File: src/rtl/uart_tx_pkg.sv
// Shared types and constants for the UART transmit frame sequencer.
// STOP2 keeps its encoding even when UART_TX_STOP2_EN is not defined.
package uart_tx_pkg;

    localparam int unsigned DEF_DATA_WIDTH = 8;

    localparam logic PAR_EVEN = 1'b0;
    localparam logic PAR_ODD  = 1'b1;

    typedef enum logic [2:0] {
        IDLE   = 3'd0,
        START  = 3'd1,
        DATA   = 3'd2,
        PARITY = 3'd3,
        STOP   = 3'd4,
        STOP2  = 3'd5
    } tx_state_e;

endpackage

File: src/rtl/uart_parity_calc.sv
// Combinational parity over the latched payload.
// par_typ = PAR_ODD inverts the even-parity bit.
module uart_parity_calc
    import uart_tx_pkg::*;
#(
    parameter int unsigned WIDTH = DEF_DATA_WIDTH
) (
    input  logic [WIDTH-1:0] data,
    input  logic             par_typ,
    output logic             par_bit
);

    assign par_bit = (^data) ^ (par_typ == PAR_ODD);

endmodule

File: src/rtl/uart_tx_ctrl.sv
// UART transmit frame sequencer: start / data / parity / stop around an external serializer.
// Define UART_TX_STOP2_EN for two stop bits (new data accepted only in the second).
module uart_tx_ctrl
    import uart_tx_pkg::*;
#(
    parameter int unsigned DATA_WIDTH = DEF_DATA_WIDTH
) (
    input  logic                  clk,
    input  logic                  rst,
    input  logic                  data_valid,
    input  logic [DATA_WIDTH-1:0] p_data,
    input  logic                  par_en,
    input  logic                  par_typ,
    input  logic                  ser_done,
    input  logic                  s_data,
    output logic [DATA_WIDTH-1:0] data_reg,
    output logic                  ser_en,
    output logic                  tx_out,
    output logic                  busy
);

`ifdef UART_TX_STOP2_EN
    localparam tx_state_e LAST_STOP = STOP2;
`else
    localparam tx_state_e LAST_STOP = STOP;
`endif

    tx_state_e state;
    logic      par_en_r;
    logic      par_typ_r;
    logic      par_bit;
    logic      accept;

    uart_parity_calc #(
        .WIDTH (DATA_WIDTH)
    ) u_parity (
        .data    (data_reg),
        .par_typ (par_typ_r),
        .par_bit (par_bit)
    );

    // A new frame may start from IDLE or straight out of the final stop bit.
    assign accept = data_valid && ((state == IDLE) || (state == LAST_STOP));

    always_ff @(posedge clk or posedge rst) begin
        if (rst) begin
            state     <= IDLE;
            busy      <= 1'b0;
            ser_en    <= 1'b0;
            data_reg  <= '0;
            par_en_r  <= 1'b0;
            par_typ_r <= 1'b0;
        end else begin
            if (accept) begin
                data_reg  <= p_data;
                par_en_r  <= par_en;
                par_typ_r <= par_typ;
            end
            case (state)
                IDLE: begin
                    if (accept) begin
                        state  <= START;
                        busy   <= 1'b1;
                        ser_en <= 1'b1;
                    end
                end
                START: begin
                    state <= DATA;
                end
                DATA: begin
                    if (ser_done) begin
                        ser_en <= 1'b0;
                        state  <= par_en_r ? PARITY : STOP;
                    end
                end
                PARITY: begin
                    state <= STOP;
                end
`ifdef UART_TX_STOP2_EN
                STOP: begin
                    state <= STOP2;
                end
                STOP2: begin
                    if (accept) begin
                        state  <= START;
                        ser_en <= 1'b1;
                    end else begin
                        state <= IDLE;
                        busy  <= 1'b0;
                    end
                end
`else
                STOP: begin
                    if (accept) begin
                        state  <= START;
                        ser_en <= 1'b1;
                    end else begin
                        state <= IDLE;
                        busy  <= 1'b0;
                    end
                end
`endif
                default: begin
                    state  <= IDLE;
                    busy   <= 1'b0;
                    ser_en <= 1'b0;
                end
            endcase
        end
    end

    always_comb begin
        tx_out = 1'b1;
        case (state)
            START:   tx_out = 1'b0;
            DATA:    tx_out = s_data;
            PARITY:  tx_out = par_bit;
            default: tx_out = 1'b1;
        endcase
    end

endmodule
File: config.mk
export PLATFORM = sky130hd
export DESIGN_NAME = uart_tx_ctrl
export DESIGN_NICKNAME = d
export VERILOG_FILES = /design/src/rtl/uart_tx_pkg.sv /design/src/rtl/uart_parity_calc.sv /design/src/rtl/uart_tx_ctrl.sv
export SDC_FILE = /design/constraint.sdc
export NUM_CORES = 1
export LEC_CHECK = 0
export BUFFER_PORTS_ARGS = -buffer_cell sky130_fd_sc_hd__buf_2
export CAP_MARGIN = 30
export CORE_MARGIN = 5
export CORE_UTILIZATION = 46
export DETAILED_ROUTE_END_ITERATION = 10
export GPL_ROUTABILITY_DRIVEN = 0
export PLACE_DENSITY_LB_ADDON = 0.15
export SLEW_MARGIN = 20
export SYNTH_ARGS = -nofsm -noshare
export SYNTH_HDL_FRONTEND = slang
export SYNTH_SLANG_ARGS = --single-unit
File: constraint.sdc
create_clock -name clk -period 1.6 [get_ports clk]
set_input_delay 0.32 -clock clk [delete_from_list [all_inputs] [get_ports clk]]
set_output_delay 0.32 -clock clk [all_outputs]
set_load 0.005 [all_outputs]
; ---- Word level (Yosys, flattened, before mapping)
; Cells that the tools add are included.
[classes]
add_sub_neg = 0
n_mul = 0
n_div = 0
magnitude_cmp = 0
n_eq_ne = 8
shifts = 0
n_mux = 11
bitwise = 3
reduce_logical = 10
[ops]
columns = op, count
row1 = 3-bit case mux with 5 select lines, 1
row2 = 3-bit 2-to-1 mux, 3
row3 = 1-bit case mux with 3 select lines, 3
row4 = 8-bit XOR reduction, 1
row5 = "3-bit by 2-bit == test with 1-bit output, second input constant", 2
row6 = "2-bit inequality test, second input constant", 3
row7 = 3-bit AND reduction, 2
row8 = 1-bit 2-to-1 mux, 4
row9 = 2-bit OR reduction, 2
row10 = "3-bit by 1-bit == test with 1-bit output, second input constant", 1
row11 = "3-bit == test, second input constant", 1
row12 = 3-bit logical NOT, 1
row13 = 3-bit OR reduction, 1
row14 = "2-bit by 1-bit inequality test with 1-bit output, second input constant", 1
row15 = 1-bit NOT, 2
row16 = 2-bit AND reduction, 1
row17 = 1-bit logical AND, 1
row18 = 1-bit logical OR, 1
row19 = 1-bit bitwise XOR, 1
[totals]
register_bits = 15
latch_bits = 0
ramBits = 0
romBits = 0
out_inout_bits = 11
word_cells = 38
n_memories = 0

; ---- Logic depth before layout (Yosys ltp)
; Gate-level depths: netlist of run 1.
[logic_depth]
ltp_word = 5
mapped_depth = 5

; ---- By module
; A second synthesis of run 1 with hierarchy kept.
[unflattened]
hier_cells = 53
area_unflattened_um2 = 725.7
[modules_own_cells]
columns = mod, n_inst, cells_per_inst, area_per_inst_um2, seq_area_each_um2
row1 = uart_tx_ctrl, 1, 46, 643.1, 375.4
row2 = uart_parity_calc, 1, 7, 82.6, 0.0

; ---- Worst setup path after synthesis of run 1
; Ideal clock, no wire load.
[synth_path]
path_type = register to output
startpoint = register data_reg[6]
endpoint = output port tx_out
arrival_time_ns = 1.167
path_slack_ns = 0.113
stages_incl_launch_ff = 4
cell_sequence = dfrtp_1 > xor2_1 > xnor3_1 > o2111ai_1
[synth_between]
elab_chain_len = 3
[synth_lines]
columns = element, line_no
row1 = "start, declared", uart_tx_ctrl.sv:16  ; output logic [DATA_WIDTH-1:0] data_reg,
row2 = "start signal, assigned", uart_tx_ctrl.sv:55  ; data_reg <= p_data;
row3 = 8-bit XOR reduction, uart_parity_calc.sv:13  ; assign par_bit = (^data) ^ (par_typ == PAR_ODD);
row4 = 1-bit bitwise XOR, uart_parity_calc.sv:13
row5 = 1-bit case mux with 3 select lines, uart_tx_ctrl.sv:114  ; case (state)
row6 = "end, declared", uart_tx_ctrl.sv:18  ; output logic tx_out,
; No other way between the ends.

; ---- Final worst setup path of run 1
[layout_path]
startpoint = register data_reg[3]
endpoint = output port tx_out
; The elaborated chain is that of the path after synthesis.

==> flow_metrics.py, run 1 <==
metrics = {
    "outcome": {
        "status": "complete, but fails checks",
        "violations": "setup timing",
    },
    "critical_path": {
        "critPathLaunchType": "flop",
        "crit_path_end_kind": "primary output",
        "path_class": "flop to primary output",
        "cpPeakStageDelay_ps": 430,
        "path_max_fanout": 2,
        "cp_slowest_cell": "xnor3_1",
        "path_cells": "xnor2_1 -> xnor3_1 -> nand4b_1 -> o2111ai_1 -> buf_2",
        "cp.arrival_ps": 1640,
        "worstPathRequired_ps": 1280,
        "r2r_slack_ps": 180,
    },
    "pwr": {
        "p_total_mw": 1.89,
        "pwr-share-seq_pct": 39.8,
        "power.share.clock_pct": 11.5,
        "leakage_nw": 0.442,
        "powerDensity_nw_per_um2": 2080,
        "power_switching_mw": 0.643,
        "p_int_mw": 1.25,
        "ir_worst_vdd_mv": 0.981,
        "pwr-share-comb_pct": 48.8,
        "power_switching_share_pct": 34.0,
    },
    "clocking": {
        "cts_num_sinks": 15,
        "cts_tree": "built",
        "numCtsBuffers": 3,
        "cts_buffer_depth": 2,
        "clk_latency_ps": 290,
        "htreeDepth": 1,
        "ctsHoldBuffers": 0,
        "clkTransAtPathRegs_ps": 90,
        "root_buffer": "clkbuf_4",
    },
    "drt": {
        "avgRoutedWirePerCell_um": 13.0,
        "num_vias": 523,
        "ant_nets": 0,
        "drcViolationCount": 0,
        "drt-vias-per-instance": 5.08,
        "drt_iter0_markers": 4,
        "drtPass1Iterations": 3,
        "wl_mm": 1.34,
    },
    "timing": {
        "timing.fmax_ghz": 0.510,
        "hold_violations": 0,
        "finalSetupTns_ps": -359,
        "finalMaxSlewViolations": 0,
        "tightest_slew_ps": 550,
        "setup_viol": 1,
        "worst_slack_ps": -359,
        "rsz0062_at_grt": "true",
        "min_period_ps": 1960,
        "hold_ws_ps": 65.8,
        "min_period_over_period_pct": 122,
        "worst_clock_skew_ps": 5.04,
        "timing.slew.headroom_pct": 63.3,
    },
    "grt": {
        "use_met2_pct": 19.1,
        "grt_pass1_vias": 545,
        "gr-usage-all-layers_pct": 12.8,
        "grt.met3_usage_pct": 5.20,
        "gr-usage-met1_pct": 15.2,
        "top_usage_layer": "met2",
        "grt_antenna_before_repair": 0,
        "grt_max_degree": 16,
        "grt_overflow": 0,
        "grt_first_pass_wirelength_mm": 2.37,
    },
    "place": {
        "placed_cell_area_um2": 858,
        "place_hpwl_mm": 1.01,
        "pre_cts_slack_ps": -83.5,
        "portBuffers": 25,
    },
    "finish": {
        "final_cell_mix": "buf_2 (25), dfrtp_1 (15), mux2_2 (10)",
        "final_nets": 103,
        "diodes": 0,
        "drive_gt1_share_pct": 50.6,
        "fin_area_um2": 907,
        "layout_commonest_cell": "buf_2",
        "syn_to_final_growth_pct": 26.7,
        "largest_register_ff_count": 8,
    },
    "logic_synthesis": {
        "yosysWarnings": 0,
        "syn_inst": 57,
        "synth-seq-area-share_pct": 52.4,
        "synth_area_um2": 716,
        "ys_ff_latch": 15,
        "ys_types": 23,
        "syn_avg_cell_area_um2": 12.6,
        "syn_nets": 72,
    },
    "die": {
        "fp.dieW_um": 49.4,
        "row_count": 14,
        "ios": 26,
        "dieArea_um2": 2440,
        "die_h_um": 49.4,
        "core-area_um2": 1490,
        "initial_core_util_pct": 48.1,
    },
    "flow_run": {
        "max_cap_violations": 0,
    },
    "min_path": {
        "hp-class": "input pin to async pin",
    },
}
==> per-stage QoR <==
step                instances  util (%)
CTS                       103      60.9
finish                    103      60.9
global placement           97      57.6
floorplan                  57         -
detailed placement         97      57.6
global route              103      60.9
==> cells in the mapped netlist (all sizes together) <==
cell | number | share of area, %
dfrtp | 15 | 52
maj3 | 1 | 1.4
a21o | 1 | 1.0
nand4 | 1 | 0.87
inv | 5 | 2.6
mux2 | 10 | 16
o211ai | 1 | 1.0
nor3b | 2 | 3.7
nand2 | 1 | 0.52
xor2 | 2 | 2.4
o21ai | 2 | 1.4
xnor3 | 1 | 3.1
buf | 3 | 2.4
nand2b | 1 | 0.87
nor2 | 2 | 1.0
o31ai | 1 | 1.0
nand4b | 1 | 1.2
nand3 | 1 | 0.70
o2111ai | 1 | 1.2
xnor2 | 3 | 3.7
a21oi | 2 | 1.4
==> cells by family after synthesis <==
family	synth area share, %
fa+ha+maj	1.40
simple gates	8.92
xor+xnor	9.27
flops	52.4
compound gates	7.17
buf+inv	5.07
mux	15.7
==> power by group through the flow <==
| stage | combinational (mW) | clock [mW] | sequential (mW) |
|---|---|---|---|
| 2_1_floorplan | 0.656 | 0 | 0.704 |
| 3_3_place_gp | 0.857 | 0 | 0.746 |
| 3_5_place_dp | 0.882 | 0 | 0.759 |
| 4_1_cts | 0.948 | 0.228 | 0.753 |
| 5_1_grt | 1.02 | 0.251 | 0.789 |
| 6_report | 0.922 | 0.217 | 0.752 |
==> critical path: cells and delay by family, from the launching register on <==
kind / cells / cell delay [ps]
AND/OR/NAND/NOR: 1 / 100
buffers and inverters: 1 / 140
AO/OA/AOI/OAI: 1 / 120
XOR/XNOR: 2 / 580
flip-flops: 1 / 410
==> layout make-up <==
| cell class | instances | area, µm² |
|---|---|---|
| multi-input cells | 34 | 312 |
| fillers | 128 | 582 |
| flip-flops and latches | 15 | 375 |
| inverters | 5 | 18.8 |
| clock buffers | 4 | 26.3 |
| repair buffers | 29 | 155 |
| well taps | 16 | 20.0 |
==> final timing paths <==
path                             start     endpoint  cells after the start
max in group asynchronous          rst  data_reg[2]                      2
hold reg to reg               state[2]     state[1]                      1
setup / recovery           data_reg[3]       tx_out                      5
setup reg to reg              state[0]  data_reg[4]                      3
min in group clk                par_en     par_en_r                      3
hold / removal                     rst     state[0]                      2
==> layer usage <==
metal | vias up | part of all wire (%) | wire (µm)
li1 | 257 | - | -
met2 | 17 | 47 | 623
met4 | 0 | 2.1 | 28
met1 | 246 | 43 | 576
met3 | 3 | 7.9 | 106
met5 | - | 0 | 0
==> repair_timing <==
item / CTS / global route
endpoints found under the hold margin: 0 / 0
cloned: 0 / 0
setup buffers: 2 / 0
gates resized for setup: 1 / 0
pin swaps: 1 / 0
endpoints found under the setup margin: 1 / 1
(Power assumes the default switching activity.)
==> run 2: changes to the inputs <==
==> constraint.sdc (replaced) <==
create_clock -name clk -period 2.14 [get_ports clk]
set_input_delay 0.428 -clock clk [delete_from_list [all_inputs] [get_ports clk]]
set_output_delay 0.428 -clock clk [all_outputs]
set_load 0.005 [all_outputs]
==> run 2 against run 1 <==
Compared with the run above: the flow now finishes without violations; utilization down 2.0 points; clock skew decreased by 2.7 ps; register-to-register slack better by 420 ps; global-route usage shrank 0.58 points.
==> flow_metrics.py, run 2 (synthesis gave the netlist of run 1 again) <==
metrics = {
    "timing": {
        "min_period_ps": 2070,
        "worst_clock_skew_ps": 2.31,
        "timing.slew.headroom_pct": 61.7,
        "min_period_over_period_pct": 96.6,
        "tightest_slew_ps": 574,
        "setup_viol": 0,
        "hold_ws_ps": 194,
        "hold_violations": 0,
        "finalMaxSlewViolations": 0,
        "rsz0062_at_grt": "true",
        "timing.fmax_ghz": 0.484,
    },
    "drt": {
        "wl_mm": 1.31,
        "drt_iter0_markers": 5,
        "drt-vias-per-instance": 5.05,
        "num_vias": 505,
        "drcViolationCount": 0,
        "avgRoutedWirePerCell_um": 13.1,
        "ant_nets": 0,
        "drtPass1Iterations": 2,
    },
    "critical_path": {
        "cpPeakStageDelay_ps": 430,
        "path_class": "flop to primary output",
        "critPathTopFamily": "XOR/XNOR gates",
        "worstPathRequired_ps": 1710,
        "cp_slowest_cell": "xnor3_1",
        "critPathLaunchType": "flop",
        "cp.arrival_ps": 1640,
        "rr_endpoint": "data_reg[4]",
        "crit_path_end_kind": "primary output",
        "cp_num_buf_inv": 1,
        "timing.rr.start": "state[0]",
        "path_cells": "xor2_1 -> xnor3_1 -> nand4b_1 -> o2111ai_1 -> buf_2",
        "r2r_slack_ps": 600,
        "reg2reg_depth": 2,
        "path_max_fanout": 3,
    },
    "pwr": {
        "ir_worst_vdd_mv": 0.700,
        "p_total_mw": 1.35,
        "powerDensity_nw_per_um2": 1530,
        "leakage_nw": 0.422,
    },
    "clocking": {
        "ctsHoldBuffers": 0,
        "clk_latency_ps": 280,
        "cts_tree": "built",
        "cts_buffer_depth": 2,
        "cts.repair.resized": 0,
        "numCtsBuffers": 3,
        "cts_num_sinks": 15,
        "root_buffer": "clkbuf_4",
        "clkTransAtPathRegs_ps": 90,
        "htreeDepth": 1,
    },
    "finish": {
        "fillers": 136,
        "final_nets": 100,
        "syn_to_final_growth_pct": 22.6,
        "drive_gt1_share_pct": 47.6,
        "diodes": 0,
        "final_util_pct": 58.9,
        "layout_commonest_cell": "buf_2",
        "largest_register_ff_count": 8,
        "final_cell_mix": "buf_2 (25), dfrtp_1 (15), mux2_2 (10)",
    },
    "die": {
        "row_count": 14,
        "die_h_um": 49.4,
        "core-area_um2": 1490,
        "initial_core_util_pct": 48.1,
        "fp.dieW_um": 49.4,
        "ios": 26,
        "dieArea_um2": 2440,
    },
    "grt": {
        "grt_overflow": 0,
        "gr-usage-all-layers_pct": 12.2,
        "grt_max_degree": 16,
        "grt_antenna_before_repair": 0,
        "grt_pass1_vias": 525,
        "grt_first_pass_wirelength_mm": 2.35,
    },
    "min_path": {
        "hp-class": "input pin to async pin",
    },
    "flow_run": {
        "max_cap_violations": 0,
    },
    "place": {
        "portBuffers": 25,
        "place_hpwl_mm": 1.03,
    },
    "outcome": {
        "status": "completed",
    },
}
==> run 2: cell types whose count changed in the layout (fill, tap and decap cells not counted), sizes merged <==
cell,previous run,this run
buf,29,26
==> run 2: worst max path at each step <==
stage,startpoint,end,slack [ps],cells after the start
floorplan,data_reg[6],tx_out,540,3
global placement,data_reg[6],tx_out,390,5
detailed placement,data_reg[6],tx_out,370,5
CTS,data_reg[6],tx_out,50,5
global route,data_reg[6],tx_out,-50,5
finish,data_reg[6],tx_out,70,5
==> run 2: worst reg2reg max path: cells and delay by family, from the launching register on <==
| family | cells | cell delay (ps) |
|---|---|---|
| muxes | 1 | 400 |
| and+or+nand+nor | 1 | 520 |
| DFF | 1 | 510 |
==> run 2: report_power, final <==
part           switching [mW]  internal, mW
clock                  0.0875        0.0723
combinational           0.231         0.394
sequential              0.139         0.421
total                   0.458         0.888
==> run 2: per-layer routing <==
metal  GRT usage (%)  vias to the layer above  wire length (µm)  share of wire [%]
met5               0                        -                 0                  0
met4            3.93                        0                 7               0.54
met3            4.28                        2               105                8.0
met2            19.5                       16               615                 47
met1            15.4                      235               578                 44
li1                -                      252                 -                  -
==> run 2: metrics by stage <==
| stage | TNS [ps] | cell area, µm² | worst slack (ps) | cells |
|---|---|---|---|---|
| 3_5_place_dp | 0 | 851 | 370 | 96 |
| 5_1_grt | -50.4 | 877 | -50.4 | 100 |
| 4_1_cts | 0 | 877 | 48.1 | 100 |
| 6_report | 0 | 877 | 73.2 | 100 |
| 2_1_floorplan | 0 | 716 | 545 | 57 |
| 3_3_place_gp | 0 | 851 | 386 | 96 |
==> run 2: final cells by class <==
class / instances / area [µm²] / area share, %
Sequential cell: 15 / 375 / 42.8
Multi-Input combinational cell: 34 / 304 / 34.7
Timing Repair Buffer: 26 / 133 / 15.1
Clock buffer: 4 / 26.3 / 3.00
Tap cell: 16 / 20.0 / 2.28
Inverter: 5 / 18.8 / 2.14
==> run 2: what timing repair did <==
item,CTS,global route
endpoints found under the hold margin,0,0
setup buffers,0,0
endpoints found under the setup margin,0,1
==> run 3: changes to the inputs <==
--- a/config.mk
+++ b/config.mk
@@ -6,12 +6,12 @@
 export NUM_CORES = 1
 export LEC_CHECK = 0
 export BUFFER_PORTS_ARGS = -buffer_cell sky130_fd_sc_hd__buf_2
-export CAP_MARGIN = 30
 export CORE_MARGIN = 5
 export CORE_UTILIZATION = 46
 export DETAILED_ROUTE_END_ITERATION = 10
 export GPL_ROUTABILITY_DRIVEN = 0
 export PLACE_DENSITY_LB_ADDON = 0.15
+export RECOVER_POWER = 50
 export SLEW_MARGIN = 20
 export SYNTH_ARGS = -nofsm -noshare
 export SYNTH_HDL_FRONTEND = slang
==> run 3 against run 2 <==
Compared with the run above: critical path depth stayed put; fmax hardly changed; combinational power hardly changed; clock skew hardly changed; cell area is 0.14% lower; flip-flop and latch count stayed put; largest cell class unchanged.
==> flow_metrics.py, run 3 (synthesis gave the netlist of run 1 again) <==
metrics = {
    "clocking": {
        "post-cts-setup-buffers": 0,
        "numCtsBuffers": 3,
        "ctsHoldBuffers": 0,
        "cts.repair.resized": 0,
        "root_buffer": "clkbuf_4",
        "clkTransAtPathRegs_ps": 90,
        "cts_num_sinks": 15,
        "cts_buffer_depth": 2,
        "cts_tree": "built",
        "clk_latency_ps": 280,
        "htreeDepth": 1,
    },
    "grt": {
        "gr-usage-all-layers_pct": 12.2,
        "grt_overflow": 0,
        "grt_antenna_before_repair": 0,
        "grt_max_degree": 16,
        "grt_first_pass_wirelength_mm": 2.35,
        "grt_pass1_vias": 525,
    },
    "timing": {
        "min_period_over_period_pct": 96.6,
        "finalSetupTns_ps": 0,
        "hold_ws_ps": 194,
        "min_period_ps": 2070,
        "setup_viol": 0,
        "finalMaxSlewViolations": 0,
        "timing.slew.headroom_pct": 61.7,
        "worst_clock_skew_ps": 2.25,
        "tightest_slew_ps": 574,
        "rsz0062_at_grt": "true",
        "hold_violations": 0,
        "timing.fmax_ghz": 0.484,
    },
    "drt": {
        "drt_iter0_markers": 5,
        "drtPass1Iterations": 2,
        "wl_mm": 1.31,
        "num_vias": 505,
        "drt-vias-per-instance": 5.05,
        "avgRoutedWirePerCell_um": 13.1,
        "ant_nets": 0,
        "drcViolationCount": 0,
    },
    "place": {
        "dp.cells": 96,
        "portBuffers": 25,
        "place_hpwl_mm": 1.03,
        "placed_cell_area_um2": 851,
    },
    "finish": {
        "layout_commonest_cell": "buf_2",
        "final_cell_mix": "buf_2 (24), dfrtp_1 (15), mux2_2 (10)",
        "drive_gt1_share_pct": 46.4,
        "syn_to_final_growth_pct": 22.4,
        "diodes": 0,
        "largest_register_ff_count": 8,
        "final_nets": 100,
        "fin_area_um2": 876,
        "fin_cells": 100,
    },
    "pwr": {
        "powerDensity_nw_per_um2": 1530,
        "ir_worst_vdd_mv": 0.697,
        "p_total_mw": 1.34,
        "leakage_nw": 0.420,
    },
    "die": {
        "initial_core_util_pct": 48.1,
        "core-area_um2": 1490,
        "die_h_um": 49.4,
        "ios": 26,
        "fp.dieW_um": 49.4,
        "dieArea_um2": 2440,
        "row_count": 14,
    },
    "flow_run": {
        "max_cap_violations": 0,
    },
    "critical_path": {
        "path_cells": "xor2_1 -> xnor3_1 -> nand4b_1 -> o2111ai_1 -> buf_2",
        "critPathTopFamily": "XOR/XNOR gates",
        "critPathLaunchType": "flop",
        "crit_path_end_kind": "primary output",
        "cp_slowest_cell": "xnor3_1",
        "cp_num_buf_inv": 1,
        "cp.arrival_ps": 1640,
        "worstPathRequired_ps": 1710,
        "rr_endpoint": "data_reg[4]",
        "path_class": "flop to primary output",
        "r2r_slack_ps": 600,
        "path_max_fanout": 3,
        "cpPeakStageDelay_ps": 430,
        "reg2reg_depth": 2,
        "timing.rr.start": "state[0]",
    },
    "min_path": {
        "hp-class": "input pin to async pin",
    },
    "outcome": {
        "status": "completed",
    },
}
## run 3: changes by cell type in the layout (fill, tap and decap cells not counted)
cell	change
clkbuf_1	+1
buf_2	-1
## run 3: area by class of cell
type                       count  area, µm²
sequential                    15        375
clock buffer                   4       26.3
multi-input combinational     34        304
fill                         136        613
timing repair buffer          26        131
inverter                       5       18.8
tap                           16       20.0
## run 3: routing by layer
metal / part of all wire [%] / track usage (%) / wire [µm]
met5: 0 / 0 / 0
met2: 47 / 19.5 / 615
met4: 0.54 / 3.93 / 7
met1: 44 / 15.4 / 576
met3: 8.0 / 4.28 / 105
## run 3: worst max path at each step
stage                            from  endpoint  cells past startpoint
after floorplan           data_reg[6]    tx_out                      3
after global placement    data_reg[6]    tx_out                      5
after detailed placement  data_reg[6]    tx_out                      5
after CTS                 data_reg[6]    tx_out                      5
after global routing      data_reg[6]    tx_out                      5
final                     data_reg[6]    tx_out                      5
## run 3: per-stage QoR
step | worst slack [ps] | utilization [%]
final | 73.3 | 58.8
after CTS | 48.1 | 58.9
after detailed placement | 370 | 57.1
after floorplan | 545 | -
after global placement | 386 | 57.1
after global routing | -50.4 | 58.8
## run 3: power by group
group / switching, mW / internal [mW]
Combinational: 0.231 / 0.392
Clock: 0.0875 / 0.0723
Sequential: 0.140 / 0.421
Total: 0.458 / 0.885
